**src/rtl/dvsd_mul_acc.sv**
```systemverilog
// Multiply-accumulate stage: registered operand pair -> Dadda 8x8 multiplier -> ACC_W accumulator.
// Optional macro DVSD_MAC_SAT_EN: clamp the sum at 2^ACC_W-1 instead of wrapping.

module dvsd_8216m3 (
   input  logic [7:0]  a,
   input  logic [7:0]  b,
   output logic [15:0] p
);

   logic [15:0] pp [8];
   logic [15:0] l1 [6];
   logic [15:0] l2 [4];
   logic [15:0] l3 [3];
   logic [15:0] l4 [2];
   logic [31:0] t0, t1, t2, t3, t4, t5, t6;

   // Carry-save compressor on whole rows; returns {carry, sum}.
   function automatic logic [31:0] csa(input logic [15:0] x, input logic [15:0] y,
                                       input logic [15:0] z);
      logic [15:0] s;
      logic [15:0] c;
      s = x ^ y ^ z;
      c = ((x & y) | (x & z) | (y & z)) << 1;
      return {c, s};
   endfunction

   always_comb begin
      for (int i = 0; i < 8; i++) begin
         pp[i] = b[i] ? (16'(a) << i) : 16'd0;
      end
      // Reduction heights 8 -> 6 -> 4 -> 3 -> 2, then one carry-propagate add.
      t0 = csa(pp[0], pp[1], pp[2]);
      t1 = csa(pp[3], pp[4], pp[5]);
      l1[0] = t0[15:0];
      l1[1] = t0[31:16];
      l1[2] = t1[15:0];
      l1[3] = t1[31:16];
      l1[4] = pp[6];
      l1[5] = pp[7];
      t2 = csa(l1[0], l1[1], l1[2]);
      t3 = csa(l1[3], l1[4], l1[5]);
      l2[0] = t2[15:0];
      l2[1] = t2[31:16];
      l2[2] = t3[15:0];
      l2[3] = t3[31:16];
      t4 = csa(l2[0], l2[1], l2[2]);
      l3[0] = t4[15:0];
      l3[1] = t4[31:16];
      l3[2] = l2[3];
      t5 = csa(l3[0], l3[1], l3[2]);
      l4[0] = t5[15:0];
      l4[1] = t5[31:16];
      t6 = 32'd0;
      p = l4[0] + l4[1];
   end

endmodule

module dvsd_mul_acc #(
   parameter int LEN   = 4,
   parameter int ACC_W = 24
) (
   input  logic             clk,
   input  logic             rst,
   input  logic             in_valid,
   output logic             in_ready,
   input  logic [7:0]       a,
   input  logic [7:0]       b,
   output logic             out_valid,
   input  logic             out_ready,
   output logic [ACC_W-1:0] out_data,
   output logic             ovf
);

   localparam int CNT_W = $clog2(LEN);
   localparam logic [CNT_W-1:0] CNT_LAST = CNT_W'(LEN - 1);
   localparam logic [ACC_W-1:0] ACC_MAX = '1;

   localparam logic [1:0] ST_ACCUM = 2'd0;
   localparam logic [1:0] ST_FLUSH = 2'd1;
   localparam logic [1:0] ST_OUT   = 2'd2;

   logic [1:0]       state_q, state_d;
   logic [CNT_W-1:0] cnt_q, cnt_d;
   logic [7:0]       op_a_q, op_a_d, op_b_q, op_b_d;
   logic             op_v_q, op_v_d, op_last_q, op_last_d;
   logic [ACC_W-1:0] acc_q, acc_d;
   logic             ovf_q, ovf_d;
   logic             in_ready_q, in_ready_d;
   logic             out_valid_q, out_valid_d;
   logic             in_acc, out_acc;
   logic [15:0]      product;
   logic [ACC_W:0]   sum;

   dvsd_8216m3 u_mul (
      .a (op_a_q),
      .b (op_b_q),
      .p (product)
   );

   always_comb begin
      in_acc      = in_valid & in_ready_q;
      out_acc     = out_valid_q & out_ready;
      sum         = {1'b0, acc_q} + (ACC_W + 1)'(product);
      state_d     = state_q;
      cnt_d       = cnt_q;
      op_a_d      = op_a_q;
      op_b_d      = op_b_q;
      op_last_d   = op_last_q;
      op_v_d      = in_acc;
      acc_d       = acc_q;
      ovf_d       = ovf_q;

      if (in_acc) begin
         op_a_d    = a;
         op_b_d    = b;
         op_last_d = (cnt_q == CNT_LAST);
         cnt_d     = (cnt_q == CNT_LAST) ? '0 : cnt_q + CNT_W'(1);
      end

      // The carry out of the widened add is the overflow flag in both builds.
      if (op_v_q) begin
         if (sum[ACC_W]) ovf_d = 1'b1;
`ifdef DVSD_MAC_SAT_EN
         acc_d = (sum[ACC_W] || ovf_q) ? ACC_MAX : sum[ACC_W-1:0];
`else
         acc_d = sum[ACC_W-1:0];
`endif
      end

      case (state_q)
         ST_ACCUM: if (in_acc && cnt_q == CNT_LAST) state_d = ST_FLUSH;
         ST_FLUSH: if (op_v_q && op_last_q) state_d = ST_OUT;
         ST_OUT: begin
            if (out_acc) begin
               state_d = ST_ACCUM;
               acc_d   = '0;
               ovf_d   = 1'b0;
               cnt_d   = '0;
            end
         end
         default: state_d = ST_ACCUM;
      endcase

      in_ready_d  = (state_d == ST_ACCUM);
      out_valid_d = (state_d == ST_OUT);
   end

   always_ff @(posedge clk or posedge rst) begin
      if (rst) begin
         state_q     <= ST_ACCUM;
         cnt_q       <= '0;
         op_a_q      <= '0;
         op_b_q      <= '0;
         op_v_q      <= 1'b0;
         op_last_q   <= 1'b0;
         acc_q       <= '0;
         ovf_q       <= 1'b0;
         in_ready_q  <= 1'b0;
         out_valid_q <= 1'b0;
      end else begin
         state_q     <= state_d;
         cnt_q       <= cnt_d;
         op_a_q      <= op_a_d;
         op_b_q      <= op_b_d;
         op_v_q      <= op_v_d;
         op_last_q   <= op_last_d;
         acc_q       <= acc_d;
         ovf_q       <= ovf_d;
         in_ready_q  <= in_ready_d;
         out_valid_q <= out_valid_d;
      end
   end

   assign in_ready  = in_ready_q;
   assign out_valid = out_valid_q;
   assign out_data  = acc_q;
   assign ovf       = ovf_q;

endmodule

```
**config.mk**
```make
export PLATFORM = sky130hd
export DESIGN_NAME = dvsd_mul_acc
export DESIGN_NICKNAME = d
export VERILOG_FILES = /design/src/rtl/dvsd_mul_acc.sv
export SDC_FILE = /design/constraint.sdc
export NUM_CORES = 1
export LEC_CHECK = 0
export CAP_MARGIN = 20
export CORE_MARGIN = 1
export CORE_UTILIZATION = 60
export CTS_BUF_LIST = sky130_fd_sc_hd__clkbuf_8
export DETAILED_ROUTE_END_ITERATION = 6
export GPL_ROUTABILITY_DRIVEN = 1
export GPL_TIMING_DRIVEN = 0
export PLACE_DENSITY_LB_ADDON = 0.1
export SETUP_SLACK_MARGIN = 0.5
export SLEW_MARGIN = 20
export SYNTH_ARGS = -nofsm -noshare
export SYNTH_HDL_FRONTEND = slang
export SYNTH_HIERARCHICAL = 1
export SYNTH_SLANG_ARGS = --single-unit
```
**constraint.sdc**
```tcl
create_clock -name clk -period 10.32 [get_ports clk]
set_input_delay 1.032 -clock clk [delete_from_list [all_inputs] [get_ports clk]]
set_output_delay 1.032 -clock clk [all_outputs]
set_load 0.02 [all_outputs]
```
# ---- Yosys cells after proc, flatten, opt, wreduce, memory -nomap -nowiden
# Cells that the tools add are included.
# Widths: inputs -> output; s select.
dict set report totals {
  elab_cells 88
  register_bits 49
  in_bits 20
  out_inout_bits 27
}
dict set report classes {
  eq_ne 4
  mux 23
  n_addsub 3
  reduce_logical 4
  bitwise 44
}
# operator count
set op_table {}
lappend op_table {{$and 15x15->15} 18}
lappend op_table {{$or 15x15->15} 12}
lappend op_table {{$xor 16x16->16} 8}
lappend op_table {{$mux 24} 3}
lappend op_table {{$add 24x16->25} 1}
lappend op_table {{$add 16x16->16} 1}
lappend op_table {{$xor 16x10->16} 1}
lappend op_table {{$xor 16x13->16} 1}
lappend op_table {{$xor 16x14->16} 1}
lappend op_table {{$xor 16x15->16} 1}
lappend op_table {{$mux 15} 1}
lappend op_table {{$mux 14} 1}
lappend op_table {{$mux 2} 7}
lappend op_table {{$mux 13} 1}
lappend op_table {{$mux 12} 1}
lappend op_table {{$mux 11} 1}
lappend op_table {{$mux 10} 1}
lappend op_table {{$mux 9} 1}
lappend op_table {{$mux 8} 1}
lappend op_table {{$eq 2x2->1 const B} 3}
lappend op_table {{$pmux 2 s3} 1}
lappend op_table {{$logic_not 2->1} 2}
lappend op_table {{$mux 1} 4}
lappend op_table {{$add 2x1->2 const B} 1}
lappend op_table {{3 further kinds} 5}

# ---- Logic depth before layout (Yosys ltp)
# Gate-level depths: netlist (run 1).
dict set report depth {
  ltp_word 19
  ltp_mapped 23
}

# ---- Modules after synthesis
# The synthesis (run 1) kept the hierarchy.
# module instances area_per_inst_um2 cells_each
set by_module_without_submodules {}
lappend by_module_without_submodules {dvsd_mul_acc 1 2766.4 271}
lappend by_module_without_submodules {dvsd_8216m3 1 1850.5 203}

# ---- Worst setup path after synthesis (run 1)
# OpenSTA, ideal clock, no wires.
dict set report synth_path {
  path_type {register to register}
  start {register op_a_q[6]}
  end {register acc_q[15] (netlist: out_data[15])}
  setup_ps 123
  stages_incl_launch_ff 22
  t_arrival_ps 5092
  synth_period_minus_slack_ps 5214
  n_path_buf 1
  setup_slack_ps 5106
  cell_sequence {dfrtp_1 > and2_1 > fa_1 > inv_1 > fa_1 > fa_1 > inv_1 > fa_1 > ha_1 > and3_2 > a211oi_2 > nand2b_1 > xor2_1 > ha_1 > clkbuf_2 > nand2_1 > nor2_1 > a221o_1 > a21o_4 > a41oi_2 > xor2_1 > o21ai_1}
}
dict set report synth_via {
  elab_chain_cells 18
  word_cells_on_any_way 55
  classes_between {add/sub: 2; mux: 11; bitwise: 42}
}
# item line
set synth_rtl {}
lappend synth_rtl {{start, declared} 85} ;# logic [7:0] op_a_q, op_a_d, op_b_q, op_b_d;
lappend synth_rtl {{start signal, assigned} 164} ;# op_a_q <= op_a_d;
lappend synth_rtl {{$mux 8} 29} ;# pp[i] = b[i] ? (16'(a) << i) : 16'd0;
lappend synth_rtl {{$and 15x15->15} 23} ;# c = ((x & y) | (x & z) | (y & z)) << 1;
lappend synth_rtl {{$or 15x15->15 (2 in a row)} 23}
lappend synth_rtl {{$and 15x15->15} 23}
lappend synth_rtl {{$or 15x15->15 (2 in a row)} 23}
lappend synth_rtl {{$and 15x15->15} 23}
lappend synth_rtl {{$or 15x15->15 (2 in a row)} 23}
lappend synth_rtl {{$and 15x15->15} 23}
lappend synth_rtl {{$or 15x15->15 (2 in a row)} 23}
lappend synth_rtl {{$add 16x16->16 (*)} 54} ;# p = l4[0] + l4[1];
lappend synth_rtl {{net product[10]} 92} ;# logic [15:0] product;
lappend synth_rtl {{$add 24x16->25 (*)} 104} ;# sum = {1'b0, acc_q} + (ACC_W + 1)'(product);
lappend synth_rtl {{$mux 24 (*)} 122} ;# if (op_v_q) begin
lappend synth_rtl {{$mux 24} 135} ;# if (out_acc) begin
lappend synth_rtl {{$mux 24 (*)} 131} ;# case (state_q)
lappend synth_rtl {{net acc_d[15]} 87} ;# logic [ACC_W-1:0] acc_q, acc_d;
lappend synth_rtl {{end signal, assigned} 157} ;# acc_q <= '0;
lappend synth_rtl {{end signal, assigned} 168} ;# acc_q <= acc_d;
lappend synth_rtl {{end, declared} 87}
# Mark *: on every way through the listed nets, which the timed path passes. The rest lies on a longest branch.
# A chain may end at the register's enable or synchronous reset.

# ---- Final worst setup path (run 1)
dict set report layout_path {
  start {register op_a_q[6]}
  end {register acc_q[22] (netlist: out_data[22])}
}
dict set report layout_via {
  elab_chain_cells 18
  word_cells_on_any_way 55
  classes_between {add/sub: 2; mux: 11; bitwise: 42}
}
# item line
set layout_rtl {}
lappend layout_rtl {{$mux 8 or $mux 9 (tied branches)} 29}
lappend layout_rtl {{$and 15x15->15} 23}
lappend layout_rtl {{$or 15x15->15 (2 in a row)} 23}
lappend layout_rtl {{$and 15x15->15} 23}
lappend layout_rtl {{$or 15x15->15 (2 in a row)} 23}
lappend layout_rtl {{$and 15x15->15} 23}
lappend layout_rtl {{$or 15x15->15 (2 in a row)} 23}
lappend layout_rtl {{$and 15x15->15} 23}
lappend layout_rtl {{$or 15x15->15 (2 in a row)} 23}
lappend layout_rtl {{$add 16x16->16 (*)} 54}
lappend layout_rtl {{net product[11]} 92}
lappend layout_rtl {{$add 24x16->25 (*)} 104}
lappend layout_rtl {{$mux 24 (*)} 122}
lappend layout_rtl {{$mux 24} 135}
lappend layout_rtl {{$mux 24 (*)} 131}
lappend layout_rtl {{net acc_d[22]} 87}
# Marked as above.

==> impl_metrics.tcl, run 1 <==
set metrics [dict create \
    outcome "finished clean" \
    synth_top_family_by_area "adder cells" \
    grt_pass1_wl_mm 16.5 \
    synth_xor_area_frac 0.0493 \
    ys.flop_type "dfrtp_1" \
    ant_nets 0 \
    synthMuxAreaShare 0.0499 \
    dr.pass1.iters 5 \
    fmax_ghz 0.176 \
    crit_path_start_kind "register" \
    root_buffer "clkbuf_8" \
    drive_gt1_frac 0.0851 \
    dpl-instance-area_um2 5220 \
    cp_max_fo 9 \
    crit_path_end "out_data[22]$_DFF_PP0_" \
    synth_compound_area_frac 0.123 \
    dieArea_um2 8050 \
    cts_tree "yes" \
    placed_cells 620 \
    core_um2 7330 \
    grt_pass1_vias 3613 \
    cts.clk_slew.worst_paths_ns 0.11 \
    tns_ns 0 \
    hp-class "reg -> reg" \
    netlist_area_um2 4620 \
    ioPinCount 47 \
    routabilityCongestion 0.862 \
    final_nets 630 \
    syn_nets 576 \
    r2r_start "op_a_q[6]$_DFFE_PP0P_" \
    cts_setup_buffers 0 \
    crit_arrival_ns 5.86 \
    cts_resized 0 \
    required_ns 10.50 \
    drt_iter0_markers 135 \
    fin_skew_ns 0.0172 \
    rsz0062_at_grt "no" \
    drc 0 \
    gr-usage-all-layers 0.252 \
    cts_sinks 49 \
    maxCapViolCount 0 \
    grt_overflow 0 \
    ys_seq_area_frac 0.266 \
    cp-end-kind "register" \
    start_util 0.630 \
    avgSynthCellArea_um2 9.74 \
    ff2ff_path_depth 21 \
    crit_start "op_a_q[6]$_DFFE_PP0P_" \
    grt_max_degree 32 \
    drv_slew 0 \
    mostFrequentLayoutCells "54 x nand2_1, 49 x dfrtp_1, 46 x clkdlybuf4s50_1" \
    diodes 0 \
    hold_violations 0 \
    final_area_um2 5310 \
    dieWidth_um 89.7 \
    synth_edf_count 0 \
    clock_latency_ns 0.31 \
    critPathKind "reg -> reg" \
    synthSimpleGateAreaFrac 0.185 \
    final_common_cell "nand2_1" \
    antenna_found_initial 0 \
    synthArstFlopShare 1.00 \
    dp_hpwl_mm 7.64 \
    routedWlPerCell_um 15.3 \
    die_h_um 89.7 \
    yosysWarnings 6 \
    fp-row-count 31 \
    clockBufferDepth 2 \
    synth.distinct_cells 58 \
    hold_buffers 0 \
    htree_levels 2 \
    vias_per_cell 5.72 \
    io_buffers 46 \
    wirelength_mm 9.59 \
    vias 3594 \
    period_needed_ns 5.68 \
    cts_buffers 5 \
    finalSetupViolCount 0 \
    syn2layout_area_growth_pct 15.0 \
    tightest_slew_ns 1.01 \
    reg2reg_slack_ns 4.64 \
    synthAdderAreaFrac 0.287 \
    slew_headroom 0.327 \
    syn_inst 474 \
    synth_seq_cells 49 \
    r2r_end "out_data[22]$_DFF_PP0_" \
    final_cells 628 \
    fin_crit_sh 0.550 \
]
==> final cells by class <==
class	count	area, um^2
fillers	572	2020
plain buffers	7	38.8
flip-flops and latches	49	1230
well taps	99	124
clock inverters	3	17.5
multi-input cells	379	3210
clock buffers	5	68.8
repair buffers	47	480
inverters	39	146
==> stage by stage <==
stage	hold slack [ns]	setup WS, ns	util
detailed placement	0.471	4.68	0.712
global placement	0.465	4.78	0.710
global route	0.550	4.39	0.724
finish	0.494	4.64	0.724
CTS	0.493	4.67	0.724
floorplan	0.446	5.11	-
==> critical path, cell delays in order, from the launching register on <==
cell and delay, ns:
dfrtp_1 0.49, and2_1 0.23, fa_1 0.54, inv_1 0.06
fa_1 0.47, fa_1 0.54, inv_1 0.05, fa_1 0.47
ha_1 0.35, and2_2 0.24, o21ai_2 0.14, nand2_1 0.11
nor2_1 0.13, xnor2_1 0.13, ha_1 0.34, a211o_1 0.29
a21oi_1 0.17, o31ai_1 0.08, a21oi_1 0.39, nor2b_1 0.12
xnor2_1 0.17, nor2_1 0.06
==> synthesized netlist by cell type, types with 4 or more instances <==
master / count / area (um^2)
a211oi_1: 4 / 30.0
nand2_1: 54 / 203
nor2b_1: 4 / 25.0
a21o_1: 6 / 45.0
and3_1: 5 / 31.3
dfrtp_1: 49 / 1230
nor2_1: 31 / 116
inv_1: 38 / 143
fa_1: 40 / 801
xor2_1: 9 / 78.8
nand3_1: 7 / 35.0
a21oi_1: 22 / 110
nor3_1: 4 / 20.0
o21a_1: 4 / 30.0
o22ai_1: 6 / 37.5
mux2i_1: 5 / 50.1
o21ai_0: 13 / 65.1
ha_1: 42 / 526
xnor2_1: 17 / 149
mux2_2: 16 / 180
and2_1: 43 / 269
or3_1: 5 / 31.3
==> registers in the layout (all words and copies together), names as in the netlist <==
signal / count
out_valid: 1
state_q: 2
out_data: 24
op_b_q: 8
op_v_q: 1
cnt_q: 2
op_last_q: 1
op_a_q: 8
in_ready: 1
ovf: 1
==> per-layer routing <==
layer / track usage / wire length (um)
met1: 0.342 / 4190
met2: 0.430 / 4920
met3: 0.0330 / 380
met4: 0.0601 / 104
met5: 0 / 0
==> cells by family after synthesis <==
logic type / count (synthesis)
AO/OA/AOI/OAI: 80
XOR/XNOR: 26
adder cells (fa/ha/maj): 82
buffers and inverters: 46
flip-flops: 49
multiplexers: 21
AND/OR/NAND/NOR: 170
==> how the worst min path moves through the flow <==
stage                          startpoint  slack [ns]               endpoint  depth (start not counted)
floorplan           op_last_q$_DFFE_PP0P_        0.45  op_last_q$_DFFE_PP0P_                          2
global placement    op_last_q$_DFFE_PP0P_        0.47  op_last_q$_DFFE_PP0P_                          2
detailed placement  op_last_q$_DFFE_PP0P_        0.47  op_last_q$_DFFE_PP0P_                          2
CTS                 op_last_q$_DFFE_PP0P_        0.49  op_last_q$_DFFE_PP0P_                          2
global route         state_q[1]$_DFF_PP0_        0.55   state_q[0]$_DFF_PP0_                          1
finish              op_last_q$_DFFE_PP0P_        0.49  op_last_q$_DFFE_PP0P_                          2
Power of run 1 is left out: the tool's default activity adds up to more than one toggle a clock period on the data nets, which glitch-free logic cannot reach.
==> run 2: changes to the inputs <==
- clock period: 10.32 -> 5.55 ns (I/O delays scaled with it)
==> run 2 against run 1 <==
- via count increased by 11%
- worst setup slack got worse by 4.6 ns
- first-iteration DRC count grew 69%
- utilization grew 9.3 points
- fmax grew 3.8%
- sequential share of layout area is 2.4 points lower
- clock skew is 0.012 ns lower
- highest routed layer unchanged
- clock-buffer cell count unchanged
- final area rose by 13%
- die area is the same
==> impl_metrics.tcl, run 2 (same netlist as run 1, synthesis figures left out) <==
set metrics [dict create \
    dieWidth_um 89.7 \
    tns_ns 0 \
    cts_tree "yes" \
    vias 3999 \
    drive_gt1_frac 0.267 \
    routedWlPerCell_um 17.5 \
    drv_slew 0 \
    grt_overflow 0 \
    crit_arrival_ns 5.71 \
    outcome "finished clean" \
    fmax_ghz 0.183 \
    crit_path_start_kind "register" \
    dieArea_um2 8050 \
    cp_max_fo 8 \
    cts_sinks 49 \
    clock_latency_ns 0.32 \
    hold_buffers 0 \
    dr.pass1.iters 5 \
    fillers 389 \
    fin_skew_ns 0.00542 \
    grt_pass1_wl_mm 18.6 \
    period_needed_ns 5.47 \
    gr-usage-all-layers 0.289 \
    die_h_um 89.7 \
    placed_cells 620 \
    tightest_slew_ns 0.922 \
    diodes 0 \
    finalSetupViolCount 0 \
    required_ns 5.79 \
    fin_util 0.817 \
    critPathKind "reg -> reg" \
    hold_violations 0 \
    final_common_cell "nand2_1" \
    cts_buffers 5 \
    htree_levels 2 \
    routabilityCongestion 0.859 \
    core_um2 7330 \
    fp-row-count 31 \
    hp-class "reg -> reg" \
    largest_reg_flops 24 \
    final_nets 671 \
    root_buffer "clkbuf_8" \
    wirelength_mm 11.7 \
    io_buffers 46 \
    rsz0062_at_grt "yes" \
    final_cells 669 \
    ant_nets 0 \
    dp_hpwl_mm 7.38 \
    mostFrequentLayoutCells "51 x nand2_1, 46 x clkdlybuf4s50_1, 37 x dfrtp_1, 37 x buf_4, 36 x and2_1" \
    drc 0 \
    clockBufferDepth 2 \
    maxCapViolCount 0 \
    grt_pass1_vias 3974 \
    cp-end-kind "register" \
    ioPinCount 47 \
    grt_max_degree 32 \
    antenna_found_initial 0 \
    vias_per_cell 5.98 \
    cts.clk_slew.worst_paths_ns 0.10 \
    syn2layout_area_growth_pct 29.8 \
    drt_iter0_markers 228 \
    fin_crit_sh 0.985 \
    slew_headroom 0.384 \
    start_util 0.630 \
]
## run 2: worst max-delay path, stage by stage, from the launching register on
cell and delay, ns:
dfrtp_2 0.47, and2_4 0.18, fa_2 0.56, inv_2 0.04, fa_1 0.45, fa_1 0.55
inv_2 0.04, fa_2 0.54, ha_4 0.20, and3_4 0.16, a211oi_4 0.24, a21oi_1 0.12
xor2_1 0.18, ha_1 0.31, a21o_1 0.21, a21o_1 0.16, a21o_1 0.18, a21o_2 0.22
a31oi_4 0.28, o21ai_1 0.11, a21oi_1 0.18
## run 2: worst paths after layout
check / start / endpoint / slack, ns / depth (start not counted)
max: op_a_q[3]$_DFFE_PP0P_ / out_data[21]$_DFF_PP0_ / 0.08 / 20
min in group asynchronous: rst / op_b_q[5]$_DFFE_PP0P_ / 0.56 / 2
max in group asynchronous: rst / out_data[4]$_DFF_PP0_ / 4.46 / 3
max reg2reg: op_a_q[3]$_DFFE_PP0P_ / out_data[21]$_DFF_PP0_ / 0.08 / 20
min: op_last_q$_DFFE_PP0P_ / op_last_q$_DFFE_PP0P_ / 0.48 / 2
min reg2reg: op_last_q$_DFFE_PP0P_ / op_last_q$_DFFE_PP0P_ / 0.48 / 2
## run 2: layout make-up
cell class	count	area, um^2	area share
tap	99	124	0.0207
inverter	39	149	0.0249
clock inverter	3	33.8	0.00564
sequential	49	1240	0.207
clock buffer	5	68.8	0.0115
multi-input combinational	379	3520	0.588
buffer	7	47.5	0.00794
timing repair buffer	88	803	0.134
## run 2: metrics by stage
step | hold slack (ns) | instance area [um^2] | setup slack [ns]
2_1_floorplan | 0.446 | 4690 | 0.458
3_3_place_gp | 0.465 | 5270 | 0.0413
6_report | 0.485 | 5990 | 0.0807
3_5_place_dp | 0.465 | 5290 | -0.0574
4_1_cts | 0.489 | 5820 | 0.200
5_1_grt | 0.534 | 5990 | -0.0684
## run 2: layer usage
metal,GRT usage,routed length [um],vias up
met3,0.0364,514,32
met5,0,0,-
li1,-,-,1802
met4,0.119,297,0
met2,0.495,5990,151
met1,0.373,4900,2014
## run 2: what timing repair did
item	CTS	global route
resized for setup	41	31
setup endpoints to repair	14	15
pin swaps	46	22
buffers inserted	38	3
endpoints found under the hold margin	0	0
Power of run 2 is left out for the same reason.
==> run 3: changes to the inputs <==
- CTS_CLUSTER_DIAMETER: default -> 30
==> results of run 3 <==
No change in the layout: final DEF, timing and power equal those of run 2.
Power of run 3 is left out for the same reason.
